`src/rtl/fifo_reader_pkg.sv`:
```
// fifo_reader_pkg: shared types and sizing for the FIFO stream reader.
//   state_t   - reader control states (IDLE, RUN, DRAIN)
//   BUF_DEPTH - number of words the output buffer can hold
//   OCC_W     - width of the buffer occupancy count (0..BUF_DEPTH)
package fifo_reader_pkg;

  typedef enum logic [1:0] {
    IDLE  = 2'd0,
    RUN   = 2'd1,
    DRAIN = 2'd2
  } state_t;

  localparam int BUF_DEPTH = 2;
  localparam int OCC_W     = $clog2(BUF_DEPTH + 1);

endpackage

```
`src/rtl/fifo_reader_skid.sv`:
```
// fifo_reader_skid: 2-entry strictly ordered word buffer that absorbs the
// one-cycle FIFO read latency in front of the stream output.
// Ports:
//   clk, rst              clock and synchronous active-high reset (flushes)
//   push, push_data       write one word at the tail
//   pop                   remove the head word (caller guarantees occ != 0)
//   occ                   number of buffered words (0..2)
//   head_valid, head_data the word currently presented downstream
// Push and pop may coincide at any occupancy; the caller never pushes into
// a full buffer without popping in the same cycle.
module fifo_reader_skid
  import fifo_reader_pkg::*;
#(
  parameter int DATA_WIDTH = 8
) (
  input  logic                  clk,
  input  logic                  rst,
  input  logic                  push,
  input  logic [DATA_WIDTH-1:0] push_data,
  input  logic                  pop,
  output logic [OCC_W-1:0]      occ,
  output logic                  head_valid,
  output logic [DATA_WIDTH-1:0] head_data
);

  logic [DATA_WIDTH-1:0] entry0_r;  // head
  logic [DATA_WIDTH-1:0] entry1_r;  // tail when two words are held
  logic [OCC_W-1:0]      occ_r;

  // Buffer storage and occupancy; entry1 shifts into entry0 on pop.
  always_ff @(posedge clk) begin
    if (rst) begin
      entry0_r <= {DATA_WIDTH{1'b0}};
      entry1_r <= {DATA_WIDTH{1'b0}};
      occ_r    <= {OCC_W{1'b0}};
    end else begin
      case (occ_r)
        OCC_W'(0): begin
          if (push) begin
            entry0_r <= push_data;
            occ_r    <= OCC_W'(1);
          end
        end
        OCC_W'(1): begin
          if (push && pop) begin
            entry0_r <= push_data;
          end else if (push) begin
            entry1_r <= push_data;
            occ_r    <= OCC_W'(2);
          end else if (pop) begin
            occ_r    <= OCC_W'(0);
          end
        end
        OCC_W'(2): begin
          if (pop) begin
            entry0_r <= entry1_r;
            if (push) begin
              entry1_r <= push_data;
            end else begin
              occ_r    <= OCC_W'(1);
            end
          end
        end
        default: occ_r <= {OCC_W{1'b0}};
      endcase
    end
  end

  assign occ        = occ_r;
  assign head_valid = (occ_r != {OCC_W{1'b0}});
  assign head_data  = entry0_r;

endmodule

```
`src/rtl/fifo_stream_reader.sv`:
```
// fifo_stream_reader: drains a synchronous FIFO read port (data valid one
// cycle after rd_en) and re-presents the words as a valid/ready stream with
// frame delimiting on m_last.
// Ports:
//   clk, rst                 clock, synchronous active-high reset
//   enable                   permits new FIFO reads
//   fifo_empty, fifo_data_out, fifo_rd_en   FIFO read interface
//   frame_len                beats per frame (0 treated as 1), sampled at
//                            the first beat of each frame
//   m_data, m_valid, m_ready, m_last        output stream
//   busy                     controller not IDLE
// Optional build macro FIFO_READER_STATS_EN adds saturating counters:
//   stat_words (pops) and stat_stall (cycles with m_valid & !m_ready).
module fifo_stream_reader
  import fifo_reader_pkg::*;
#(
  parameter int DATA_WIDTH = 8,
  parameter int LEN_W      = 16
) (
  input  logic                  clk,
  input  logic                  rst,
  input  logic                  enable,
  input  logic                  fifo_empty,
  input  logic [DATA_WIDTH-1:0] fifo_data_out,
  output logic                  fifo_rd_en,
  input  logic [LEN_W-1:0]      frame_len,
  output logic [DATA_WIDTH-1:0] m_data,
  output logic                  m_valid,
  input  logic                  m_ready,
  output logic                  m_last,
  output logic                  busy
`ifdef FIFO_READER_STATS_EN
  ,
  output logic [31:0]           stat_words,
  output logic [31:0]           stat_stall
`endif
);

  localparam int                SUM_W     = OCC_W + 1;
  localparam logic [SUM_W-1:0]  BUF_LIMIT = SUM_W'(BUF_DEPTH);
  localparam logic [LEN_W-1:0]  LEN_ZERO  = {LEN_W{1'b0}};
  localparam logic [LEN_W-1:0]  LEN_ONE   = {{(LEN_W-1){1'b0}}, 1'b1};

  state_t                state_r, state_next_s;
  logic                  inflight_r;
  logic [LEN_W-1:0]      beat_cnt_r;
  logic [LEN_W-1:0]      len_r;
  logic                  len_held_r;
  logic [OCC_W-1:0]      occ_s;
  logic                  head_valid_s;
  logic [DATA_WIDTH-1:0] head_data_s;
  logic                  pop_s;
  logic                  rd_en_s;
  logic [SUM_W-1:0]      in_dut_s;
  logic [LEN_W-1:0]      len_live_s;
  logic [LEN_W-1:0]      len_cur_s;
  logic                  last_s;

  assign pop_s = head_valid_s & m_ready;

  // Words already committed to the buffer: stored plus the one still in the
  // FIFO's output register. A pop this cycle frees a slot for a new read.
  assign in_dut_s = {1'b0, occ_s} + {{OCC_W{1'b0}}, inflight_r};
  assign rd_en_s  = (state_r == RUN) & enable & ~fifo_empty &
                    (in_dut_s < (BUF_LIMIT + {{OCC_W{1'b0}}, pop_s}));

  fifo_reader_skid #(
    .DATA_WIDTH(DATA_WIDTH)
  ) u_skid (
    .clk        (clk),
    .rst        (rst),
    .push       (inflight_r),
    .push_data  (fifo_data_out),
    .pop        (pop_s),
    .occ        (occ_s),
    .head_valid (head_valid_s),
    .head_data  (head_data_s)
  );

  // Until the first beat of a frame has been latched, the live frame_len is
  // used so m_last is correct in the very first presentation cycle.
  assign len_live_s = (frame_len == LEN_ZERO) ? LEN_ONE : frame_len;
  assign len_cur_s  = len_held_r ? len_r : len_live_s;
  assign last_s     = (beat_cnt_r == (len_cur_s - LEN_ONE));

  // State register and read-in-flight marker.
  always_ff @(posedge clk) begin
    if (rst) begin
      state_r    <= IDLE;
      inflight_r <= 1'b0;
    end else begin
      state_r    <= state_next_s;
      inflight_r <= rd_en_s;
    end
  end

  // Next-state logic.
  always_comb begin
    state_next_s = state_r;
    case (state_r)
      IDLE: begin
        if (enable) state_next_s = RUN;
        else        state_next_s = IDLE;
      end
      RUN: begin
        if (!enable) state_next_s = DRAIN;
        else         state_next_s = RUN;
      end
      DRAIN: begin
        if (enable)                                               state_next_s = RUN;
        else if ((occ_s == {OCC_W{1'b0}}) && !inflight_r)         state_next_s = IDLE;
        else                                                      state_next_s = DRAIN;
      end
      default: state_next_s = IDLE;
    endcase
  end

  // Beat counter and per-frame length latch; both survive enable toggling.
  always_ff @(posedge clk) begin
    if (rst) begin
      beat_cnt_r <= LEN_ZERO;
      len_r      <= LEN_ZERO;
      len_held_r <= 1'b0;
    end else begin
      if (pop_s) begin
        beat_cnt_r <= last_s ? LEN_ZERO : (beat_cnt_r + LEN_ONE);
      end
      if (pop_s && last_s) begin
        len_held_r <= 1'b0;
      end else if (head_valid_s && !len_held_r) begin
        len_r      <= len_live_s;
        len_held_r <= 1'b1;
      end
    end
  end

`ifdef FIFO_READER_STATS_EN
  logic [31:0] stat_words_r;
  logic [31:0] stat_stall_r;

  // Saturating pop and stall counters.
  always_ff @(posedge clk) begin
    if (rst) begin
      stat_words_r <= 32'd0;
      stat_stall_r <= 32'd0;
    end else begin
      if (pop_s && (stat_words_r != 32'hFFFF_FFFF)) begin
        stat_words_r <= stat_words_r + 32'd1;
      end
      if (head_valid_s && !m_ready && (stat_stall_r != 32'hFFFF_FFFF)) begin
        stat_stall_r <= stat_stall_r + 32'd1;
      end
    end
  end

  assign stat_words = stat_words_r;
  assign stat_stall = stat_stall_r;
`endif

  assign fifo_rd_en = rd_en_s;
  assign m_valid    = head_valid_s;
  assign m_data     = head_data_s;
  assign m_last     = head_valid_s & last_s;
  assign busy       = (state_r != IDLE);

endmodule

```
`config.mk`:
```
export PLATFORM = sky130hd
export DESIGN_NAME = fifo_stream_reader
export DESIGN_NICKNAME = d
export VERILOG_FILES = /design/src/rtl/fifo_reader_pkg.sv /design/src/rtl/fifo_reader_skid.sv /design/src/rtl/fifo_stream_reader.sv
export SDC_FILE = /design/constraint.sdc
export NUM_CORES = 1
export LEC_CHECK = 0
export BUFFER_PORTS_ARGS = -buffer_cell sky130_fd_sc_hd__buf_4
export CORE_ASPECT_RATIO = 1.1
export CORE_UTILIZATION = 48
export DETAILED_ROUTE_END_ITERATION = 10
export PLACE_DENSITY = 0.71
export SETUP_SLACK_MARGIN = 0.3
export SLEW_MARGIN = 20
export SYNTH_ARGS = -nofsm -noshare
export SYNTH_HDL_FRONTEND = slang
export SYNTH_SLANG_ARGS = --single-unit
```
`constraint.sdc`:
```
create_clock -name clk -period 10.7 [get_ports clk]
set_input_delay 1.605 -clock clk [delete_from_list [all_inputs] [get_ports clk]]
set_output_delay 1.605 -clock clk [all_outputs]
set_load 0.02 [all_outputs]
```
==> results of run 1 <==
[area by class of cell]
class | count | share of cell area, %
repair buffers | 41 | 8.64
well taps | 80 | 2.81
multi-input cells | 297 | 55.1
flip-flops and latches | 54 | 30.3
clock inverters | 1 | 0.140
inverters | 5 | 0.527
clock buffers | 7 | 2.42
[cells in the final DEF, fill, tap and decap left out, types with 4 or more instances in the layout]
master / n
mux2i_1: 46
a21oi_1: 8
nor3b_1: 4
dfxtp_1: 54
ha_1: 4
xor2_1: 14
clkbuf_8: 6
xnor2_1: 22
buf_4: 41
nand2_1: 47
or3_1: 4
o21ai_0: 7
nor2_1: 41
and3_1: 8
nand3_1: 11
nor3_1: 22
a211oi_1: 10
[power groups by stage]
stage / Combinational [mW] / Sequential, mW / Clock (mW)
4_1_cts: 0.0528 / 0.206 / 0.121
3_3_place_gp: 0.0519 / 0.211 / 0
5_1_grt: 0.0578 / 0.207 / 0.127
6_report: 0.0528 / 0.206 / 0.117
2_1_floorplan: 0.0341 / 0.211 / 0
3_5_place_dp: 0.0526 / 0.211 / 0
[state kept, by name (all words and copies together), names as in the netlist]
name,count
beat_cnt_r,16
len_r,16
u_skid.entry1_r,8
u_skid.head_data,8
state_r,2
u_skid.occ,2
inflight_r,1
len_held_r,1
[worst register-to-register path, delay by kind of cell, from the launching register on]
kind	cells	cell delay, ns
AND/OR/NAND/NOR	7	2.31
flip-flops	1	0.75
AO/OA/AOI/OAI	4	0.68
buffers and inverters	2	0.47
adder cells (fa/ha/maj)	1	0.23
[worst min path at each step]
stage	start	endpoint	depth (start not counted)	slack [ns]
2_1_floorplan	len_r[15]	len_r[15]	2	0.43
3_3_place_gp	len_r[0]	len_r[0]	2	0.45
3_5_place_dp	len_r[0]	len_r[0]	2	0.45
4_1_cts	len_r[0]	len_r[0]	2	0.47
5_1_grt	len_r[15]	len_r[15]	2	0.50
6_report	len_r[0]	len_r[0]	2	0.47
[layer usage]
layer,track usage [%],part of all wire (%),vias up
li1,-,-,1379
met1,25.5,48,1223
met2,35.4,47,55
met3,2.83,3.9,7
met4,6.28,1.1,0
met5,0,0,-
[stage by stage]
| stage | worst slack, ns | power [mW] | utilization, % |
|---|---|---|---|
| finish | 4.25 | 0.376 | 56.5 |
| global route | 4.02 | 0.392 | 56.5 |
| CTS | 4.25 | 0.380 | 56.4 |
| floorplan | 4.60 | 0.245 | - |
| global placement | 4.31 | 0.263 | 55.0 |
| detailed placement | 4.27 | 0.263 | 55.0 |
[kinds of logic after synthesis]
group                    Yosys count  share of synthesized area [%]
multiplexers                      47                           14.9
AND/OR/NAND/NOR                  163                           25.1
flip-flops                        54                           33.9
buffers and inverters             24                           4.56
XOR/XNOR                          36                           9.90
adder cells (fa/ha/maj)            4                           1.57
AO/OA/AOI/OAI                     47                           10.1
==> impl_results.md, run 1 <==
- CTS max path bufs: 2
- Die Y: 87.4 um
- Setup TNS: 0 ns
- Crit path kind: in -> out
- Dpl cells: about 480
- Antenna violations before repair: 0
- Clk_skew: ~0.0059 ns
- Cell count of the worst reg-to-reg path: 14
- Mapped Cells: between 300 and 400
- Net switching power: 0.0966 mW
- Post-synth ARST share: 0%
- Syn Std Cell Area: 0.00319 mm2
- CTS tree: built
- Multi-input gate area: 0.00196 mm2
- GRT overflow: 0
- Starting DRC count in detailed routing: 97
- Distinct cells, synth: 54
- Count of pins over their slew limit: 0
- ANT nets after route: 0
- Crit-path cells: buf_4 -> nor4_1 -> nand4_1 -> a21boi_2 -> inv_2 -> ha_1 -> nor4b_1 -> or2_2 -> or2_2 -> a21oi_1 -> o211ai_1 -> or4_4 -> nor2_1 -> buf_4
- Worst path depth: 14
- LEAKAGE: 1.40 nW
- CP startpoint: frame_len[1]
- Clock slew at reported path FFs: approximately 0.09 ns
- Hold_ws: roughly 0.47 ns
- Routed len/inst: roughly 14 um
- Internal: 0.280 mW
- CP max stage cell: or4_4
- Startpoint Class: primary input
- Layout cells sized above 1: 15.3%
- Worst-Margin Slew: 1.03 ns
- Top delay family on crit path: simple AND/OR/NAND/NOR gates
- RSZ-0062 raised after global routing: false
- Hold crit path type: reg -> reg
- Clock root buffer master: clkbuf_8
- FILL cells: roughly 600
- Clock sinks: 54
- Most common library cells after synthesis: dfxtp_1, nand2_1, mux2i_1, nor2_1
- Tmin final: 6.45 ns
- Final hold viol count: 0
- DR vias: roughly 2700
- Seq/Total Area, Yosys: 33.9%
- Cts repair resizes: 0
- Clk_lat worst skew: 0.31 ns
- Final worst path period share: 60.3%
- Layout area overhead: 11.8%
- Power share of the clock group: 31.2%
- Final design instance area without fill: between 0.003 and 0.004 mm2
- GPL Wtd Cong: approximately 0.87
- Number of global-route vias before repair: 2526
- Core Area: 0.00631 mm2
- Top cells by area in the synthesized netlist: dfxtp_1, mux2i_1, xnor2_1
- # nets final: 437
- Sw Ratio: about 26%
- Critical path required time: 9.10 ns
- Die ar.: between 0.006 and 0.007 mm2
- Top cell type's share of synthesized area: 33.9%
- Reg2reg end: beat_cnt_r[10]
- Cell type with the largest total area after synthesis: dfxtp_1
- IR drop worst, VDD: roughly 0.079 mV
- Reg power frac: 54.8%
- Flop-to-flop setup slack: roughly 6 ns
- Pwr Density: 106 mW/mm2
- Post-route insts no fill: 485
- Max Cap Viol: 0
- Via density: 5.49
- Post-CTS setup buffers: 0
- Max stage delay on crit path: 0.57 ns
- Global-route wire length before repair: 11200 um
- Status: finished clean
- Largest net degree at the start of global routing: 38
- Die Wd: 79.7 um
- Crit path capture: m_last
- Worst path buffer plus inverter count: 3
- Port bufs: 40
- Top FF cell, synth: dfxtp_1
- YS warnings: 0
- I/O pin count: 41
- Most frequent cell after synthesis: dfxtp_1
- Storage cell area: 0.00108 mm2
- Pre-Repair DR Iteration Count: 4
- Number of enable flip-flop cells after synthesis: 0
- Number of remaining DRC errors: 0
- Relative slew slack: between 30 and 40%
- Cts hold-fix bufs: 0
- Max Freq: 0.155 GHz
- Diode count: 0
- Area after DPL: 0.00347 mm2
- Comb pwr share: between 10 and 15%
- GRT Util Overall: 20.2%
- Starting Density: 50.5%
- Critical Path Sink Type: primary output
- Std cell rows: 30
- Synth Area per Inst: 8.49 um2
- RR Startpoint: len_held_r
- Routed WL: 6780 um
- Total CTS buffers: 5
- Synthesized flop and latch total: 54
- CP arrival: 4.84 ns
- CTS H-tree depth: 2
- Post-DP HPWL: between 5000 and 6000 um
- Setup violations, final: 0
- Net Count, Synth: 408
- CP Max Fanout: 5
Note: power is estimated with default switching activity, not from simulation.
==> inputs of run 2 (changes only) <==
--- a/config.mk
+++ b/config.mk
@@ -9,7 +9,7 @@
 export CORE_ASPECT_RATIO = 1.1
 export CORE_UTILIZATION = 48
 export DETAILED_ROUTE_END_ITERATION = 10
-export PLACE_DENSITY = 0.71
+export PLACE_DENSITY = 0.74
 export SETUP_SLACK_MARGIN = 0.3
 export SLEW_MARGIN = 20
 export SYNTH_ARGS = -nofsm -noshare
==> constraint.sdc (replaced) <==
create_clock -name clk -period 5.55 [get_ports clk]
set_input_delay 0.8325 -clock clk [delete_from_list [all_inputs] [get_ports clk]]
set_output_delay 0.8325 -clock clk [all_outputs]
set_load 0.02 [all_outputs]
==> impl_results.md, run 2 (synthesized netlist as in run 1, its figures left out) <==
- Status: finished clean (unchanged)
- Hold_ws: 0.467 ns (was 0.470 ns)
- Most common cell after layout, fill and taps aside: dfxtp_1 (unchanged)
- CP Max Fanout: 5 (unchanged)
- Final worst path period share: 88.2%
- Area after DPL: 0.00348 mm2 (was 0.00347 mm2)
- DR vias: 2719 (was 2664)
- Global-route wire length before repair: 11800 um (was 11200 um)
- CTS max path bufs: 2 (unchanged)
- Flop-to-flop setup slack: 1.56 ns (was 6.10 ns)
- Layout cells sized above 1: 15.5% (was 15.3%)
- CTS H-tree depth: 2 (unchanged)
- Hold crit path type: reg -> reg (unchanged)
- Die ar.: 0.00697 mm2 (unchanged)
- Pwr Density: 212 mW/mm2 (was 106 mW/mm2)
- Post-CTS setup buffers: 0 (unchanged)
- Clk_skew: 0.0171 ns (was 0.00590 ns)
- Routed WL: 6810 um (was 6780 um)
- CTS tree: built (unchanged)
- Post-route insts no fill: 487 (was 485)
- Clk_lat worst skew: 0.31 ns (about the same)
- Post-DP HPWL: 5000 um (was 5020 um)
- CP startpoint: frame_len[1] (unchanged)
- Relative slew slack: 36.2% (was 31.2%)
- Max Freq: 0.204 GHz
- Die Y: 87.4 um (unchanged)
- ANT nets after route: 0 (unchanged)
- Count of pins over their slew limit: 0 (unchanged)
- # nets final: 439 (was 437)
- Clock slew at reported path FFs: 0.10 ns (was 0.09 ns)
- Setup violations, final: 0 (unchanged)
- RR Startpoint: len_held_r (unchanged)
- Startpoint Class: primary input (unchanged)
- Pre-Repair DR Iteration Count: 4 (unchanged)
- Hold Path Origin: len_r[15] (was len_r[0])
- Worst-Margin Slew: 0.951 ns (was 1.03 ns)
- Diode count: 0 (unchanged)
- Most frequent cells in the layout: dfxtp_1, nand2_1, mux2i_1 (unchanged)
- Crit path kind: in -> out (unchanged)
- Final hold viol count: 0 (unchanged)
- Starting DRC count in detailed routing: 130 (was 97)
- RSZ-0062 raised after global routing: false (unchanged)
- Total CTS buffers: 5 (unchanged)
- Core Util, Final: 57.0% (was 56.5%)
- Clock root buffer master: clkbuf_8 (unchanged)
- Dpl cells: 479 (was 477)
- Number of remaining DRC errors: 0 (unchanged)
- Critical Path Sink Type: primary output (unchanged)
- Die Wd: 79.7 um (unchanged)
- GPL Wtd Cong: 0.831 (was 0.872)
- I/O pin count: 41 (unchanged)
- Final design instance area without fill: 0.00359 mm2 (was 0.00356 mm2)
- IR drop worst, VDD: 0.129 mV (was 0.0791 mV)
- Antenna violations before repair: 0 (unchanged)
- Critical path required time: 4.72 ns (was 9.10 ns)
- Std cell rows: 30 (unchanged)
- Clock sinks: 54 (unchanged)
- Number of global-route vias before repair: 2657 (was 2526)
- Layout area overhead: 12.8% (was 11.8%)
- Starting Density: 50.5% (unchanged)
- Setup TNS: 0 ns (unchanged)
- Routed len/inst: 14.0 um (about the same)
- Via density: 5.58 (was 5.49)
- Cts hold-fix bufs: 0 (unchanged)
- Cts repair resizes: 0 (unchanged)
- GRT overflow: 0 (unchanged)
- Port bufs: 40 (unchanged)
- DP Worst Slack: 0.677 ns (was 4.27 ns)
- GRT Util Overall: 21.3% (was 20.2%)
- Largest net degree at the start of global routing: 38 (unchanged)
- Max Cap Viol: 0 (unchanged)
- CP arrival: 4.06 ns (was 4.84 ns)
- Tmin final: between 4 and 5 ns
- Largest regs: beat_cnt_r x16, len_r x16 (unchanged)
- Core Area: 0.00631 mm2 (unchanged)
- LEAKAGE: 1.41 nW (was 1.40 nW)
- Overall power: 0.761 mW (was 0.376 mW)
- Worst setup margin: 0.654 ns (was 4.25 ns)
==> run 2: cell types whose count changed in the layout (fill, tap and decap cells not counted) <==
| cell | previous run | this run |
|---|---|---|
| buf_4 | 41 | 43 |
| bufinv_16 | 0 | 1 |
| clkbuf_1 | 1 | 2 |
| clkbuf_8 | 6 | 5 |
| clkinv_2 | 1 | 0 |
==> run 2: worst max-delay path, stage by stage <==
cell	delay [ns]
buf_4	0.13
nor4_1	0.40
nand4_1	0.19
a21boi_2	0.28
inv_2	0.09
ha_1	0.23
nor4b_1	0.15
or2_2	0.30
or2_2	0.30
a21oi_1	0.19
o211ai_1	0.12
or4_4	0.56
nor2_1	0.12
buf_4	0.15
==> run 2: layout make-up <==
type                            instances  area, um2
Fill cell                             611       2710
Multi-Input combinational cell        297       1960
Sequential cell                        54       1080
Timing Repair Buffer                   43        323
Tap cell                               80        100
Clock buffer                            7       76.3
Clock inverter                          1       30.0
Inverter                                5       18.8
==> run 2: path summary, 6_finish.rpt <==
path / endpoint / cells after the start
max: m_last / 14
min: len_r[15] / 2
max reg2reg: len_r[13] / 14
min reg2reg: len_r[15] / 2
==> run 2: report_power, final <==
group / internal, mW / switching [mW]
Combinational: 0.0466 / 0.0564
Sequential: 0.392 / 0.00431
Clock: 0.135 / 0.126
Total: 0.574 / 0.187
==> run 2: metal layers <==
metal | GRT usage (%) | share of wire (%) | routed length, um | vias to the layer above
li1 | - | - | - | 1395
met1 | 26.3 | 47 | 3200 | 1267
met2 | 37.1 | 48 | 3270 | 51
met3 | 4.50 | 4.1 | 281 | 6
met4 | 6.12 | 0.85 | 58 | 0
met5 | 0 | 0 | 0 | -
